[src/rtl/comm_pkg.sv]
// Shared constants for the BPSK loopback link: default timing, accumulator width, reset levels.
// The optional differential coding is selected with the DIFF_ENC_EN macro.
package comm_pkg;

    localparam int SAMPLES_PER_BIT_DEF = 16;
    localparam int CARRIER_HALF_DEF    = 2;

    // Wide enough to hold a full window of matches (0..SAMPLES_PER_BIT).
    localparam int ACC_W = $clog2(SAMPLES_PER_BIT_DEF + 1);

    localparam logic RST_ACTIVE   = 1'b0;
    localparam logic RST_INACTIVE = 1'b1;

endpackage

[src/rtl/bpsk_receiver.sv]
// Coherent BPSK correlator: registers the LO, counts channel/LO agreement over one bit window
// and takes a strict-majority decision. DIFF_ENC_EN adds differential decoding of the decisions.
module bpsk_receiver
    import comm_pkg::*;
#(
    parameter int SAMPLES_PER_BIT = SAMPLES_PER_BIT_DEF,
    parameter int BCNT_W          = $clog2(SAMPLES_PER_BIT)
) (
    input  logic              clk_i,
    input  logic              rst_ni,
    input  logic              lo_i,
    input  logic              channel_i,
    input  logic [BCNT_W-1:0] bcnt_i,
    output logic              data_o
);

    localparam int ACC_W_L = $clog2(SAMPLES_PER_BIT + 1);

    logic               lo_q;
    logic [BCNT_W-1:0]  bcnt_dly_q;
    logic [ACC_W_L-1:0] acc_q, acc_d;
    logic               data_q, data_d;
    logic               prev_dec_q, prev_dec_d;
    logic               match;
    logic               boundary;
    logic               decision;

    // channel_i and lo_q both trail bcnt_i by two registers, so the first sample of a bit
    // arrives while the one-cycle-delayed count reads 1; that cycle opens the next window.
    assign match    = channel_i ~^ lo_q;
    assign boundary = (bcnt_dly_q == BCNT_W'(1));
    assign decision = (acc_q > ACC_W_L'(SAMPLES_PER_BIT / 2));

    always_comb begin
        acc_d      = acc_q + ACC_W_L'(match);
        data_d     = data_q;
        prev_dec_d = prev_dec_q;
        if (boundary) begin
            acc_d      = ACC_W_L'(match);
            prev_dec_d = decision;
`ifdef DIFF_ENC_EN
            data_d     = decision ^ prev_dec_q;
`else
            data_d     = decision;
`endif
        end
    end

    always_ff @(posedge clk_i) begin
        if (rst_ni == RST_ACTIVE) begin
            lo_q       <= 1'b0;
            bcnt_dly_q <= '0;
            acc_q      <= '0;
            data_q     <= 1'b0;
            prev_dec_q <= 1'b0;
        end else begin
            lo_q       <= lo_i;
            bcnt_dly_q <= bcnt_i;
            acc_q      <= acc_d;
            data_q     <= data_d;
            prev_dec_q <= prev_dec_d;
        end
    end

    assign data_o = data_q;

endmodule

[src/rtl/comm_system.sv]
// BPSK loopback top: bit counter, square-wave carrier, transmitter and the bpsk_receiver.
// Defining DIFF_ENC_EN switches both ends to differential coding (tolerates an inverted LO).
module comm_system
    import comm_pkg::*;
#(
    parameter int SAMPLES_PER_BIT = SAMPLES_PER_BIT_DEF,
    parameter int CARRIER_HALF    = CARRIER_HALF_DEF
) (
    input  logic transmitter_clk,
    input  logic transmitter_rst,
    input  logic transmitter_data_i,
    input  logic receiver_LO,
    output logic receiver_data_o,
    output logic channel_o
);

    localparam int BCNT_W = $clog2(SAMPLES_PER_BIT);
    localparam int CCNT_W = (2 * CARRIER_HALF > 1) ? $clog2(2 * CARRIER_HALF) : 1;

    logic [BCNT_W-1:0] bcnt_q, bcnt_d;
    logic [CCNT_W-1:0] ccnt_q, ccnt_d;
    logic              tx_bit_q, tx_bit_d;
    logic              channel_q, channel_d;
    logic              carrier;
    logic              tx_next;

    // Carrier is high for the first half of each period, so it reads 1 right after reset.
    assign carrier = (ccnt_q < CCNT_W'(CARRIER_HALF));

`ifdef DIFF_ENC_EN
    assign tx_next = transmitter_data_i ^ tx_bit_q;
`else
    assign tx_next = transmitter_data_i;
`endif

    always_comb begin
        bcnt_d    = bcnt_q + BCNT_W'(1);
        ccnt_d    = ccnt_q + CCNT_W'(1);
        tx_bit_d  = tx_bit_q;
        channel_d = carrier ~^ tx_bit_q;
        if (bcnt_q == BCNT_W'(SAMPLES_PER_BIT - 1)) begin
            bcnt_d = '0;
        end
        if (ccnt_q == CCNT_W'(2 * CARRIER_HALF - 1)) begin
            ccnt_d = '0;
        end
        if (bcnt_q == '0) begin
            tx_bit_d = tx_next;
        end
    end

    always_ff @(posedge transmitter_clk) begin
        if (transmitter_rst == RST_ACTIVE) begin
            bcnt_q    <= '0;
            ccnt_q    <= '0;
            tx_bit_q  <= 1'b0;
            channel_q <= 1'b0;
        end else begin
            bcnt_q    <= bcnt_d;
            ccnt_q    <= ccnt_d;
            tx_bit_q  <= tx_bit_d;
            channel_q <= channel_d;
        end
    end

    assign channel_o = channel_q;

    bpsk_receiver #(
        .SAMPLES_PER_BIT (SAMPLES_PER_BIT),
        .BCNT_W          (BCNT_W)
    ) u_rx (
        .clk_i     (transmitter_clk),
        .rst_ni    (transmitter_rst),
        .lo_i      (receiver_LO),
        .channel_i (channel_q),
        .bcnt_i    (bcnt_q),
        .data_o    (receiver_data_o)
    );

endmodule

[config.mk]
export PLATFORM = sky130hd
export DESIGN_NAME = comm_system
export DESIGN_NICKNAME = d
export VERILOG_FILES = /design/src/rtl/comm_pkg.sv /design/src/rtl/bpsk_receiver.sv /design/src/rtl/comm_system.sv
export SDC_FILE = /design/constraint.sdc
export NUM_CORES = 1
export LEC_CHECK = 0
export BUFFER_PORTS_ARGS = -buffer_cell sky130_fd_sc_hd__buf_2
export CORE_AREA = 10 10 47 49
export DETAILED_ROUTE_END_ITERATION = 10
export DIE_AREA = 0 0 57 59
export GPL_TIMING_DRIVEN = 1
export PLACE_DENSITY = 0.74
export SETUP_SLACK_MARGIN = 0.15
export SYNTH_ARGS = -nofsm -noshare
export SYNTH_HDL_FRONTEND = slang
export SYNTH_SLANG_ARGS = --single-unit
[constraint.sdc]
create_clock -name transmitter_clk -period 2.1 [get_ports transmitter_clk]
set_input_delay 0.525 -clock transmitter_clk [delete_from_list [all_inputs] [get_ports transmitter_clk]]
set_output_delay 0.525 -clock transmitter_clk [all_outputs]
set_load 0.05 [all_outputs]
# Word level (Yosys, flattened, before mapping)
# Index checks and enable logic that the tools add are counted.
[word_totals]
regBits = 19
in_bits = 4
[op_classes]
addsub = 3
magnitude_cmp = 2
n_eq_ne = 3
n_mux = 1
bitwise_logic = 3
n_reduce_logical = 4
[ops]
columns = ["op", "n"]
rows = [
  ["$reduce_or A2 Y1", 3],
  ["$add A5 B1 Y5", 1],
  ["$gt A5 B4 Y1 const B", 1],
  ["$add A4 B1 Y4 const B", 1],
  ["$eq A4 B1 Y1 const B", 1],
  ["$eq A4 B4 Y1 const B", 1],
  ["$logic_not A4 Y1", 1],
  ["$add A2 B1 Y2 const B", 1],
  ["$eq A2 B2 Y1 const B", 1],
  ["$lt A2 B2 Y1 const B", 1],
  ["$xnor A1 B1 Y1", 2],
  ["$mux W1", 1],
  ["$not A1 Y1", 1],
]

# Logic depth before layout (Yosys ltp)
# Gate-level depths: netlist of the first run.
[logic_depth]
ltp_word = 3
depth_mapped = 6
depth_no_buf = 6

# Cells and area by module
# From an unflattened synthesis of the first run, not the netlist that was laid out.
[unflattened]
cells_unflattened = 65
hier_area_um2 = 721.9
[by_module_without_submodules]
columns = ["mod", "instances", "cells_per_inst", "area_per_inst_um2"]
rows = [
  ["bpsk_receiver", 1, 35, 400.4],
  ["comm_system", 1, 30, 321.6],
]

# Least setup slack after synthesis of the first run
# Ideal clock, no wire load.
[synth_path]
path_kind = "register to register"
start = "register channel_q, in the netlist channel_o"
end = "register u_rx.acc_q[4]"
setup_time_ps = 114
t_arrival_ps = 1448
required_ps = 1986
slack_ps = 538
stages_incl_launch_ff = 7
n_path_buf = 0
synth_period_minus_slack_ps = 1562
path_cell_list = "dfxtp_1 xnor2_1 ha_1 ha_1 nand3_1 xor2_1 nor2_1"
[synth_between]
elab_chain_cells = 2
[synth_lines]
columns = ["element", "line_no", "rtl"]
rows = [
  ["start: declaration", "comm_system.sv:23", "logic channel_q, channel_d;"],
  ["start signal: assignment", "comm_system.sv:62", "channel_q <= channel_d;"],
  ["$xnor A1 B1 Y1", "bpsk_receiver.sv:30", "assign match = channel_i ~^ lo_q;"],
  ["$add A5 B1 Y5", "bpsk_receiver.sv:35", "acc_d = acc_q + ACC_W_L'(match);"],
  ["end signal: assignment", "bpsk_receiver.sv:53", "acc_q <= '0;"],
  ["end signal: assignment", "bpsk_receiver.sv:59", "acc_q <= acc_d;"],
  ["end: declaration", "bpsk_receiver.sv:21", "logic [ACC_W_L-1:0] acc_q, acc_d;"],
]
# Every way passes these cells.
# A chain may end at the register's enable or synchronous reset.

# Worst setup path after layout of the first run
[layout_path]
start = "register channel_q, in the netlist channel_o"
end = "output port channel_o"
[layout_rtl]
columns = ["element", "line_no", "rtl"]
rows = [
  ["end: declaration", "comm_system.sv:14", "output logic channel_o"],
]
# No word-level cell between the ends.

==> results of run 1 <==
## flip-flops by register name, summed over array words and instances (netlist names)
signal and count:
bcnt_q 4, ccnt_q 2, channel_o 1, tx_bit_q 1, u_rx.acc_q 5, u_rx.bcnt_dly_q 4, u_rx.data_o 1, u_rx.lo_q 1
## through the flow
stage / area (µm²) / power (W) / instances / util [%] / setup slack, ns
floorplan: 724 / 0.000487 / 66 / - / 0.538
global placement: 766 / 0.000506 / 86 / 54.6 / 0.839
detailed placement: 766 / 0.000510 / 86 / 54.6 / 0.827
CTS: 793 / 0.000686 / 90 / 56.6 / 0.641
global route: 793 / 0.000719 / 90 / 56.6 / 0.603
finish: 793 / 0.000678 / 90 / 56.6 / 0.649
## layout by cell type, fill, tap and decap left out, types with 2 or more instances in the layout
| master | synthesis | layout |
|---|---|---|
| sky130_fd_sc_hd__and2_1 | 7 | 7 |
| sky130_fd_sc_hd__and3_1 | 2 | 2 |
| sky130_fd_sc_hd__buf_2 | 0 | 5 |
| sky130_fd_sc_hd__clkbuf_4 | 0 | 3 |
| sky130_fd_sc_hd__dfxtp_1 | 19 | 19 |
| sky130_fd_sc_hd__ha_1 | 5 | 5 |
| sky130_fd_sc_hd__inv_1 | 3 | 3 |
| sky130_fd_sc_hd__mux2i_1 | 2 | 2 |
| sky130_fd_sc_hd__nand3_1 | 3 | 3 |
| sky130_fd_sc_hd__nor2_1 | 3 | 3 |
| sky130_fd_sc_hd__nor2b_1 | 2 | 2 |
| sky130_fd_sc_hd__nor3b_1 | 2 | 2 |
| sky130_fd_sc_hd__xnor2_1 | 2 | 2 |
| sky130_fd_sc_hd__xor2_1 | 4 | 4 |
## layer usage
metal / vias to the layer above / wire, µm / global-route usage, %
met5: - / 0 / 0
met4: 0 / 9 / 3.02
met3: 2 / 49 / 3.43
met2: 6 / 463 / 9.77
met1: 221 / 452 / 8.11
li1: 238 / - / -
## final timing paths
path | end | start | slack, ns | depth (start not counted)
worst min-delay path | ccnt_q[0] | ccnt_q[0] | 0.43 | 1
worst max-delay path | channel_o | channel_o | 0.65 | 1
worst min register to register | ccnt_q[0] | ccnt_q[0] | 0.43 | 1
worst max register to register | u_rx.data_o | u_rx.bcnt_dly_q[1] | 0.81 | 2
## cells in the mapped netlist
library cell,number,area share [%]
sky130_fd_sc_hd__mux2i_1,2,2.8
sky130_fd_sc_hd__o311a_1,1,1.4
sky130_fd_sc_hd__nand2_1,1,0.52
sky130_fd_sc_hd__xnor2_1,2,2.4
sky130_fd_sc_hd__o21ai_0,1,0.69
sky130_fd_sc_hd__nor2b_1,2,1.7
sky130_fd_sc_hd__a21oi_1,1,0.69
sky130_fd_sc_hd__o31a_1,1,1.2
sky130_fd_sc_hd__xor2_1,4,4.8
sky130_fd_sc_hd__or4b_4,1,1.9
sky130_fd_sc_hd__and3_2,1,1.0
sky130_fd_sc_hd__nand3_1,3,2.1
sky130_fd_sc_hd__nor3b_1,2,2.1
sky130_fd_sc_hd__or4_1,1,1.0
sky130_fd_sc_hd__and3_1,2,1.7
sky130_fd_sc_hd__and2_1,7,6.0
sky130_fd_sc_hd__nand2b_1,1,0.86
sky130_fd_sc_hd__ha_1,5,8.6
sky130_fd_sc_hd__a21boi_0,1,1.0
sky130_fd_sc_hd__and3b_1,1,1.2
sky130_fd_sc_hd__clkbuf_1,1,0.52
sky130_fd_sc_hd__dfxtp_1,19,53
sky130_fd_sc_hd__nor2_1,3,1.6
sky130_fd_sc_hd__inv_1,3,1.6
## power groups by stage
stage	Combinational, W	Sequential, W	Clock (W)
floorplan	0.0000604	0.000427	0
global placement	0.0000899	0.000417	0
detailed placement	0.0000927	0.000417	0
CTS	0.0000938	0.000409	0.000183
global route	0.000109	0.000413	0.000196
finish	0.0000910	0.000408	0.000179
## cells by family (layout without fill, tap and decap cells)
family | count (synthesis) | count (layout) | synth area share, %
XOR/XNOR | 6 | 6 | 7.25
multiplexers | 2 | 2 | 2.76
AO/OA/AOI/OAI | 5 | 5 | 5.01
flip-flops | 19 | 19 | 52.5
adder cells (fa/ha/maj) | 5 | 5 | 8.64
AND/OR/NAND/NOR | 25 | 25 | 21.8
buffers and inverters | 4 | 12 | 2.07
## final cells by class
cell class / count / area (µm²) / share of cell area, %
repair buffers: 5 / 25.0 / 3.15
multi-input cells: 43 / 329 / 41.5
clock buffers: 3 / 22.5 / 2.84
flip-flops and latches: 19 / 380 / 47.9
well taps: 16 / 20.0 / 2.52
inverters: 3 / 11.3 / 1.42
clock inverters: 1 / 5.00 / 0.631
==> Flow_metrics.wiki, run 1 <==
{| class="wikitable"
! Metric !! Value
|-
| Outcome || completed
|-
| Number of endpoints failing setup at the final stage || 0
|-
| Final Critical Period || 1.45 ns
|-
| Post-CTS Setup Bufs || 0
|-
| Proportion of power drawn by combinational gates || 13.4%
|-
| Wire length of the first global-routing pass || 1860 µm
|-
| Type of origin of the critical path || flop
|-
| Data arrival time of the worst path || 0.93 ns
|-
| Worst VDD drop || 500 µV
|-
| Number of resized instances in the post-cts repair step || 0
|-
| Area of the die || 0.00336 mm²
|-
| Initial standard-cell utilization of the core || 51.7%
|-
| GRT Total Usage || 6.74%
|-
| Clock latency of the later-clocked register in the worst-skew pair || 0.29 ns
|-
| Req. time, crit path || 1.57 ns
|-
| Vias post-DR || 467
|-
| Number of max-capacitance violations reported || 0
|-
| Pin count of the biggest net entering global routing || 18
|-
| Aggregate negative setup slack || 0 ns
|-
| Detailed placement HPWL || 722 µm
|-
| Number of buffers inserted by port buffering || 5
|-
| Worst hold path class || flop to flop
|-
| Area growth from synthesis to layout || 9.50%
|-
| Cell internal power dissipation || 0.000504 W
|-
| Site row count || 14
|-
| Number of antenna violations at the first check in global routing || 0
|-
| Final nets || 84
|-
| Count of routing violations after the opening detailed-route iteration || 4
|-
| Avg Cell Area, Syn || 11.0 µm²
|-
| Flop and latch count out of synthesis || 19
|-
| Syn nets || 75
|-
| Static power due to leakage || 0.363 nW
|-
| Clock network fraction of total power || 26.3%
|-
| DRC violation count after routing || 0
|-
| Post-DR vias/cell || 5.19
|-
| Fraction of layout cells with a size suffix above 1 || 14.9%
|-
| Synthesized area || 724 µm²
|-
| Register clock-pin slew on the reported worst setup and hold paths || 0.11 ns
|-
| Global-route congestion overflow total || 0
|-
| Cell type group with the largest total delay on the critical path || flip-flops
|-
| Total of hold buffers inserted after clock tree synthesis || 0
|-
| Clk root buf || sky130_fd_sc_hd__clkbuf_4
|-
| Clk sink count || 19
|-
| DRT Wirelength || 974 µm
|-
| Die height || 59 µm
|-
| Initial DRT Pass Iterations || 4
|-
| Average routed wire per standard cell || 10.8 µm
|-
| Proportion of power drawn by flip-flops and latches || 60.2%
|-
| Kind of capture point of the worst setup path || output port
|-
| Syn Inst Count || 66
|-
| Placer's final routability congestion estimate || 0.780
|-
| Least-Margin Pin Slew || 0.250 ns
|-
| Peak clock frequency supported by timing || 0.689 GHz
|-
| Worst stage delay on the critical path || 0.36 ns
|-
| Remaining max-slew budget at the tightest pin || 83.4%
|-
| Switch share || 25.6%
|-
| Setup repair after global routing missed its margin || no
|-
| Core ar. || 0.00140 mm²
|-
| Critical Path Fanout Max || 2
|-
| Total I/O pin count || 6
|-
| Final antenna diode count || 0
|-
| Final Hold Violating Endpoints || 0
|-
| Warning count from the yosys run || 0
|-
| P per Cell Area || 855 mW/mm²
|-
| Number of unique standard cell types used by synthesis || 24
|-
| Number of buffer and inverter instances along the worst setup path || 1
|-
| Buffers from clock root to sink, at most || 2
|-
| Final count of pins violating max slew || 0
|-
| Number of clock buffers inserted by TritonCTS || 3
|-
| CTS H-tree depth || 1
|-
| Worst slack on hold paths || 0.435 ns
|-
| Classification of the worst setup path || flop to output port
|-
| Clock tree from TritonCTS || built
|-
| Die X-Extent || 57 µm
|-
| Share of the clock period used by the worst path || 69.1%
|-
| Cell-by-cell listing of the critical path || buf_2
|-
| Number of fill cells || 135
|-
| Clock skew || 0.00686 ns
|-
| Sequential cell area fraction in the yosys report || 52.5%
|-
| Switching pwr || 0.000174 W
|-
| Antenna viol nets, final || 0
|-
| Via count of the first global-routing pass || 443
|-
| CP max-delay cell || sky130_fd_sc_hd__dfxtp_1
|}
Note: power is estimated with default switching activity, not from simulation.
==> inputs of run 2 (changes only) <==
--- a/config.mk
+++ b/config.mk
@@ -6,11 +6,11 @@
 export NUM_CORES = 1
 export LEC_CHECK = 0
 export BUFFER_PORTS_ARGS = -buffer_cell sky130_fd_sc_hd__buf_2
-export CORE_AREA = 10 10 47 49
+export CORE_MARGIN = 10
+export CORE_UTILIZATION = 54
 export DETAILED_ROUTE_END_ITERATION = 10
-export DIE_AREA = 0 0 57 59
 export GPL_TIMING_DRIVEN = 1
-export PLACE_DENSITY = 0.74
+export PLACE_DENSITY = 0.73
 export SETUP_SLACK_MARGIN = 0.15
 export SYNTH_ARGS = -nofsm -noshare
 export SYNTH_HDL_FRONTEND = slang
==> constraint.sdc (replaced) <==
create_clock -name transmitter_clk -period 1.4 [get_ports transmitter_clk]
set_input_delay 0.35 -clock transmitter_clk [delete_from_list [all_inputs] [get_ports transmitter_clk]]
set_output_delay 0.35 -clock transmitter_clk [all_outputs]
set_load 0.05 [all_outputs]
==> run 2 against run 1 <==
Against the previous run: first-iteration DRC count down 50%; highest routed layer unchanged; largest power group unchanged; setup slack worse by 0.53 ns; power up 55%; sequential share of layout area down 2.2 points.
==> Flow_metrics.wiki, run 2 (synthesis gave the netlist of run 1 again) <==
{| class="wikitable"
! Metric !! Value
|-
| Fraction of layout cells with a size suffix above 1 || 22.7%
|-
| Classification of the worst setup path || flop to flop
|-
| Number of antenna violations at the first check in global routing || 0
|-
| Via count of the first global-routing pass || 485
|-
| Die height || 56.6 µm
|-
| Final antenna diode count || 0
|-
| Area occupied by multi-input gates || 360 µm²
|-
| Outcome || completed
|-
| Total I/O pin count || 6
|-
| Wire length of the first global-routing pass || 1890 µm
|-
| Post-CTS Setup Bufs || 0
|-
| Clock skew || 0.00228 ns
|-
| Final Critical Period || 1.28 ns
|-
| Die X-Extent || 56.6 µm
|-
| DRT Wirelength || 1010 µm
|-
| Least-Margin Pin Slew || 0.229 ns
|-
| Cell type group with the largest total delay on the critical path || simple AND/OR/NAND/NOR gates
|-
| Data arrival time of the worst path || 1.47 ns
|-
| Initial standard-cell utilization of the core || 56.4%
|-
| Aggregate negative setup slack || 0 ns
|-
| Setup repair after global routing missed its margin || yes
|-
| GRT Total Usage || 7.16%
|-
| Pin count of the biggest net entering global routing || 18
|-
| P per Cell Area || 1250 mW/mm²
|-
| Reg area || 384 µm²
|-
| Final std cells w/o fill || 90
|-
| CP max-delay cell || sky130_fd_sc_hd__or4b_4
|-
| Clk sink count || 19
|-
| Core ar. || 0.00128 mm²
|-
| Largest registers || u_rx.acc_q: 5 flops, bcnt_q: 4 flops, u_rx.bcnt_dly_q: 4 flops
|-
| Global-route congestion overflow total || 0
|-
| Kind of capture point of the worst setup path || flop
|-
| Clock latency of the later-clocked register in the worst-skew pair || 0.29 ns
|-
| Largest register by flop count || u_rx.acc_q
|-
| Worst VDD drop || 852 µV
|-
| Buffers from clock root to sink, at most || 2
|-
| Number of max-capacitance violations reported || 0
|-
| Post-DR vias/cell || 5.14
|-
| CTS H-tree depth || 1
|-
| Site row count || 13
|-
| Number of buffer and inverter instances along the worst setup path || 0
|-
| Peak clock frequency supported by timing || 0.780 GHz
|-
| Largest register FFs || 5
|-
| Register clock-pin slew on the reported worst setup and hold paths || 0.10 ns
|-
| Share of the clock period used by the worst path || 91.5%
|-
| Static power due to leakage || 0.371 nW
|-
| Area growth from synthesis to layout || 15.9%
|-
| Detailed placement HPWL || 772 µm
|-
| Number of clock buffers inserted by TritonCTS || 3
|-
| DRC violation count after routing || 0
|-
| Remaining max-slew budget at the tightest pin || 84.7%
|-
| Number of endpoints failing setup at the final stage || 0
|-
| Clk root buf || sky130_fd_sc_hd__clkbuf_4
|-
| Number of fill cells || 104
|-
| Most frequent cells in the layout || sky130_fd_sc_hd__dfxtp_1 (18), sky130_fd_sc_hd__and2_1 (7), sky130_fd_sc_hd__xor2_1 (4), sky130_fd_sc_hd__clkbuf_4 (4)
|-
| Final Hold Violating Endpoints || 0
|-
| Cell-by-cell listing of the critical path || or4b_4, o311a_1
|-
| Worst stage delay on the critical path || 0.57 ns
|-
| Final count of pins violating max slew || 0
|-
| Initial DRT Pass Iterations || 3
|-
| Critical Path Fanout Max || 5
|-
| Req. time, crit path || 1.59 ns
|-
| Final nets || 85
|-
| Worst hold path class || input pin to flop
|-
| Commonest non-fill, non-tap cell in the layout || sky130_fd_sc_hd__dfxtp_1
|-
| Count of routing violations after the opening detailed-route iteration || 2
|-
| Average routed wire per standard cell || 11.2 µm
|-
| Antenna viol nets, final || 0
|-
| Area of the die || 0.00321 mm²
|-
| Vias post-DR || 463
|-
| Number of buffers inserted by port buffering || 5
|-
| Inst Count DP || 86
|-
| Placer's final routability congestion estimate || 0.735
|-
| Worst slack on hold paths || 0.263 ns
|-
| Clock tree from TritonCTS || built
|-
| Type of origin of the critical path || flop
|}
## run 2: stage by stage
| stage | worst slack [ns] | utilization [%] | total power (W) | area [µm²] |
|---|---|---|---|---|
| finish | 0.119 | 65.3 | 0.00105 | 840 |
| global route | 0.0655 | 65.3 | 0.00111 | 840 |
| CTS | 0.117 | 64.8 | 0.00106 | 832 |
| detailed placement | 0.127 | 62.4 | 0.000794 | 802 |
| global placement | 0.134 | 62.4 | 0.000788 | 802 |
| floorplan | 0.104 | - | 0.000754 | 754 |
## run 2: cell type report
cell class | count | share of cell area [%]
clock buffer | 3 | 2.68
clock inverter | 1 | 0.596
inverter | 3 | 1.34
multi-input combinational | 43 | 42.9
sequential | 19 | 45.8
tap | 15 | 2.24
timing repair buffer | 6 | 4.47
## run 2: worst paths after layout
| check | from | to | slack (ns) | cells past startpoint |
|---|---|---|---|---|
| worst min register to register | ccnt_q[0] | ccnt_q[0] | 0.44 | 1 |
| worst min-delay path | receiver_LO | u_rx.lo_q | 0.26 | 2 |
| worst max-delay path | u_rx.bcnt_dly_q[3] | u_rx.data_o | 0.12 | 2 |
| worst max register to register | u_rx.bcnt_dly_q[3] | u_rx.data_o | 0.12 | 2 |
## run 2: timing repair
action	CTS	global route
pin swaps	2	3
hold buffers	0	0
endpoints found under the setup margin	3	5
gates resized for setup	1	2
## run 2: worst register-to-register path, cell delays in order, from the launching register on
cell                      delay [ns]
sky130_fd_sc_hd__dfxtp_1        0.31
sky130_fd_sc_hd__or4b_4         0.57
sky130_fd_sc_hd__o311a_1        0.30
## run 2: where the power goes
part | leakage, nW | total, W | switching (W) | internal [W]
clock network | 0.0177 | 0.000268 | 0.000162 | 0.000106
logic | 0.197 | 0.000163 | 0.0000760 | 0.0000868
registers | 0.157 | 0.000619 | 0.0000331 | 0.000586
total | 0.371 | 0.00105 | 0.000271 | 0.000779
## run 2: metal layers
metal	GRT usage, %	up-vias	wire [µm]
met5	0	-	0
met4	4.47	0	28
met3	3.15	4	35
met2	11.0	6	465
met1	7.83	213	477
li1	-	240	-
==> inputs of run 3 (changes only) <==
==> constraint.sdc (replaced) <==
create_clock -name transmitter_clk -period 1.4 [get_ports transmitter_clk]
set_input_delay 0.28 -clock transmitter_clk [delete_from_list [all_inputs] [get_ports transmitter_clk]]
set_output_delay 0.28 -clock transmitter_clk [all_outputs]
set_load 0.05 [all_outputs]
==> run 3 against run 2 <==
Against the previous run: cell count unchanged; critical endpoint unchanged; largest cell class unchanged; register-to-register slack about the same; combinational power about the same.
==> Flow_metrics.wiki, run 3 (synthesis gave the netlist of run 1 again) <==
{| class="wikitable"
! Metric !! Value
|-
| P per Cell Area || 1250 mW/mm²
|-
| Final Critical Period || 1.28 ns
|-
| Die X-Extent || 56.6 µm
|-
| Aggregate negative setup slack || 0 ns
|-
| Register clock-pin slew on the reported worst setup and hold paths || 0.10 ns
|-
| Antenna viol nets, final || 0
|-
| Site row count || 13
|-
| Type of origin of the critical path || flop
|-
| Via count of the first global-routing pass || 485
|-
| Area growth from synthesis to layout || 15.2%
|-
| Most frequent cells in the layout || sky130_fd_sc_hd__dfxtp_1 (18), sky130_fd_sc_hd__and2_1 (7), sky130_fd_sc_hd__buf_2 (5), sky130_fd_sc_hd__xor2_1 (4)
|-
| Largest register FFs || 5
|-
| Wire length of the first global-routing pass || 1890 µm
|-
| Die height || 56.6 µm
|-
| DRT Wirelength || 1010 µm
|-
| Final Hold Violating Endpoints || 0
|-
| Critical Path Fanout Max || 5
|-
| Proportion of power drawn by combinational gates || 15.3%
|-
| Number of clock buffers inserted by TritonCTS || 3
|-
| Proportion of power drawn by flip-flops and latches || 59.1%
|-
| Core ar. || 0.00128 mm²
|-
| Number of endpoints failing setup at the final stage || 0
|-
| Launch point of the worst hold path || receiver_LO
|-
| Peak clock frequency supported by timing || 0.781 GHz
|-
| Number of buffers inserted by port buffering || 5
|-
| Clk root buf || sky130_fd_sc_hd__clkbuf_4
|-
| Number of max-capacitance violations reported || 0
|-
| Worst hold path class || input pin to flop
|-
| Buffers from clock root to sink, at most || 2
|-
| Area of the die || 0.00321 mm²
|-
| Clock skew || 0.00228 ns
|-
| Count of routing violations after the opening detailed-route iteration || 2
|-
| Worst VDD drop || 852 µV
|-
| Req. time, crit path || 1.59 ns
|-
| Detailed placement HPWL || 772 µm
|-
| Number of antenna violations at the first check in global routing || 0
|-
| Share of the clock period used by the worst path || 91.5%
|-
| Post-DP Area || 802 µm²
|-
| Least-Margin Pin Slew || 0.250 ns
|-
| Static power due to leakage || 0.372 nW
|-
| Placer's final routability congestion estimate || 0.735
|-
| Final antenna diode count || 0
|-
| Clock latency of the later-clocked register in the worst-skew pair || 0.29 ns
|-
| Final count of pins violating max slew || 0
|-
| Clock network fraction of total power || 25.7%
|-
| Total I/O pin count || 6
|-
| Data arrival time of the worst path || 1.47 ns
|-
| Largest registers || u_rx.acc_q: 5 flops, bcnt_q: 4 flops, u_rx.bcnt_dly_q: 4 flops
|-
| Critical R2R Launch || u_rx.bcnt_dly_q[3]
|-
| Kind of capture point of the worst setup path || flop
|-
| Outcome || completed
|-
| Average routed wire per standard cell || 11.2 µm
|-
| Clk sink count || 19
|-
| Total of hold buffers inserted after clock tree synthesis || 0
|-
| Register-to-register path setup slack || 0.12 ns
|-
| Launching element of the worst setup path || u_rx.bcnt_dly_q[3]
|-
| Fraction of layout cells with a size suffix above 1 || 22.7%
|-
| Setup repair after global routing missed its margin || yes
|-
| Initial DRT Pass Iterations || 3
|-
| GRT Total Usage || 7.16%
|-
| Largest register by flop count || u_rx.acc_q
|-
| CTS H-tree depth || 1
|-
| Final std cell area, no fill || 835 µm²
|-
| Vias post-DR || 463
|-
| Pin count of the biggest net entering global routing || 18
|-
| Initial standard-cell utilization of the core || 56.4%
|-
| Classification of the worst setup path || flop to flop
|-
| Remaining max-slew budget at the tightest pin || 83.4%
|-
| DRC violation count after routing || 0
|-
| Post-DR vias/cell || 5.14
|-
| Total power || 0.00105 W
|-
| Post-CTS Setup Bufs || 0
|-
| Cell internal power dissipation || 0.000775 W
|-
| Switching pwr || 0.000271 W
|-
| Commonest non-fill, non-tap cell in the layout || sky130_fd_sc_hd__dfxtp_1
|-
| Final nets || 85
|-
| Switch share || 25.9%
|-
| Clock tree from TritonCTS || built
|-
| Global-route congestion overflow total || 0
|}
run 3: cell type report:
cell class,instances,area (µm²)
clock buffer,3,22.5
clock inverter,1,5.00
fill,107,450
inverter,3,11.3
multi-input combinational,43,360
sequential,19,384
tap,15,18.8
timing repair buffer,6,32.5
run 3: path summary, 6_finish.rpt:
kind	endpoint	cells after the start
setup / recovery	u_rx.data_o	2
hold / removal	u_rx.lo_q	2
setup reg to reg	u_rx.data_o	2
hold reg to reg	ccnt_q[0]	1
run 3: repair_timing:
action / in CTS / in global routing
hold endpoints to repair: 0 / 0
pin swaps: 2 / 3
gates resized for setup: 0 / 1
endpoints found under the setup margin: 2 / 4
run 3: stage by stage:
step	hold slack [ns]	setup WS [ns]	utilization, %	instances
6_report	0.193	0.119	64.9	90
5_1_grt	0.193	0.0655	64.9	90
4_1_cts	0.188	0.117	64.6	90
3_5_place_dp	0.423	0.127	62.4	86
3_3_place_gp	0.419	0.134	62.4	86
2_1_floorplan	0.403	0.104	-	66
run 3: metal layers:
| metal | part of all wire (%) | track usage, % | vias to the layer above |
|---|---|---|---|
| li1 | - | - | 240 |
| met1 | 47 | 7.83 | 213 |
| met2 | 46 | 11.0 | 6 |
| met3 | 3.5 | 3.15 | 4 |
| met4 | 2.8 | 4.47 | 0 |
| met5 | 0 | 0 | - |
run 3: critical path: stages, from the launching register on:
cell	delay, ns
sky130_fd_sc_hd__dfxtp_1	0.31
sky130_fd_sc_hd__or4b_4	0.57
sky130_fd_sc_hd__o311a_1	0.30
run 3: power groups by stage:
stage               Combinational, W  Sequential (W)  Clock [W]
global placement            0.000158        0.000630          0
finish                      0.000160        0.000618   0.000268
CTS                         0.000162        0.000619   0.000272
floorplan                   0.000108        0.000647          0
global route                0.000188        0.000624   0.000297
detailed placement          0.000162        0.000632          0
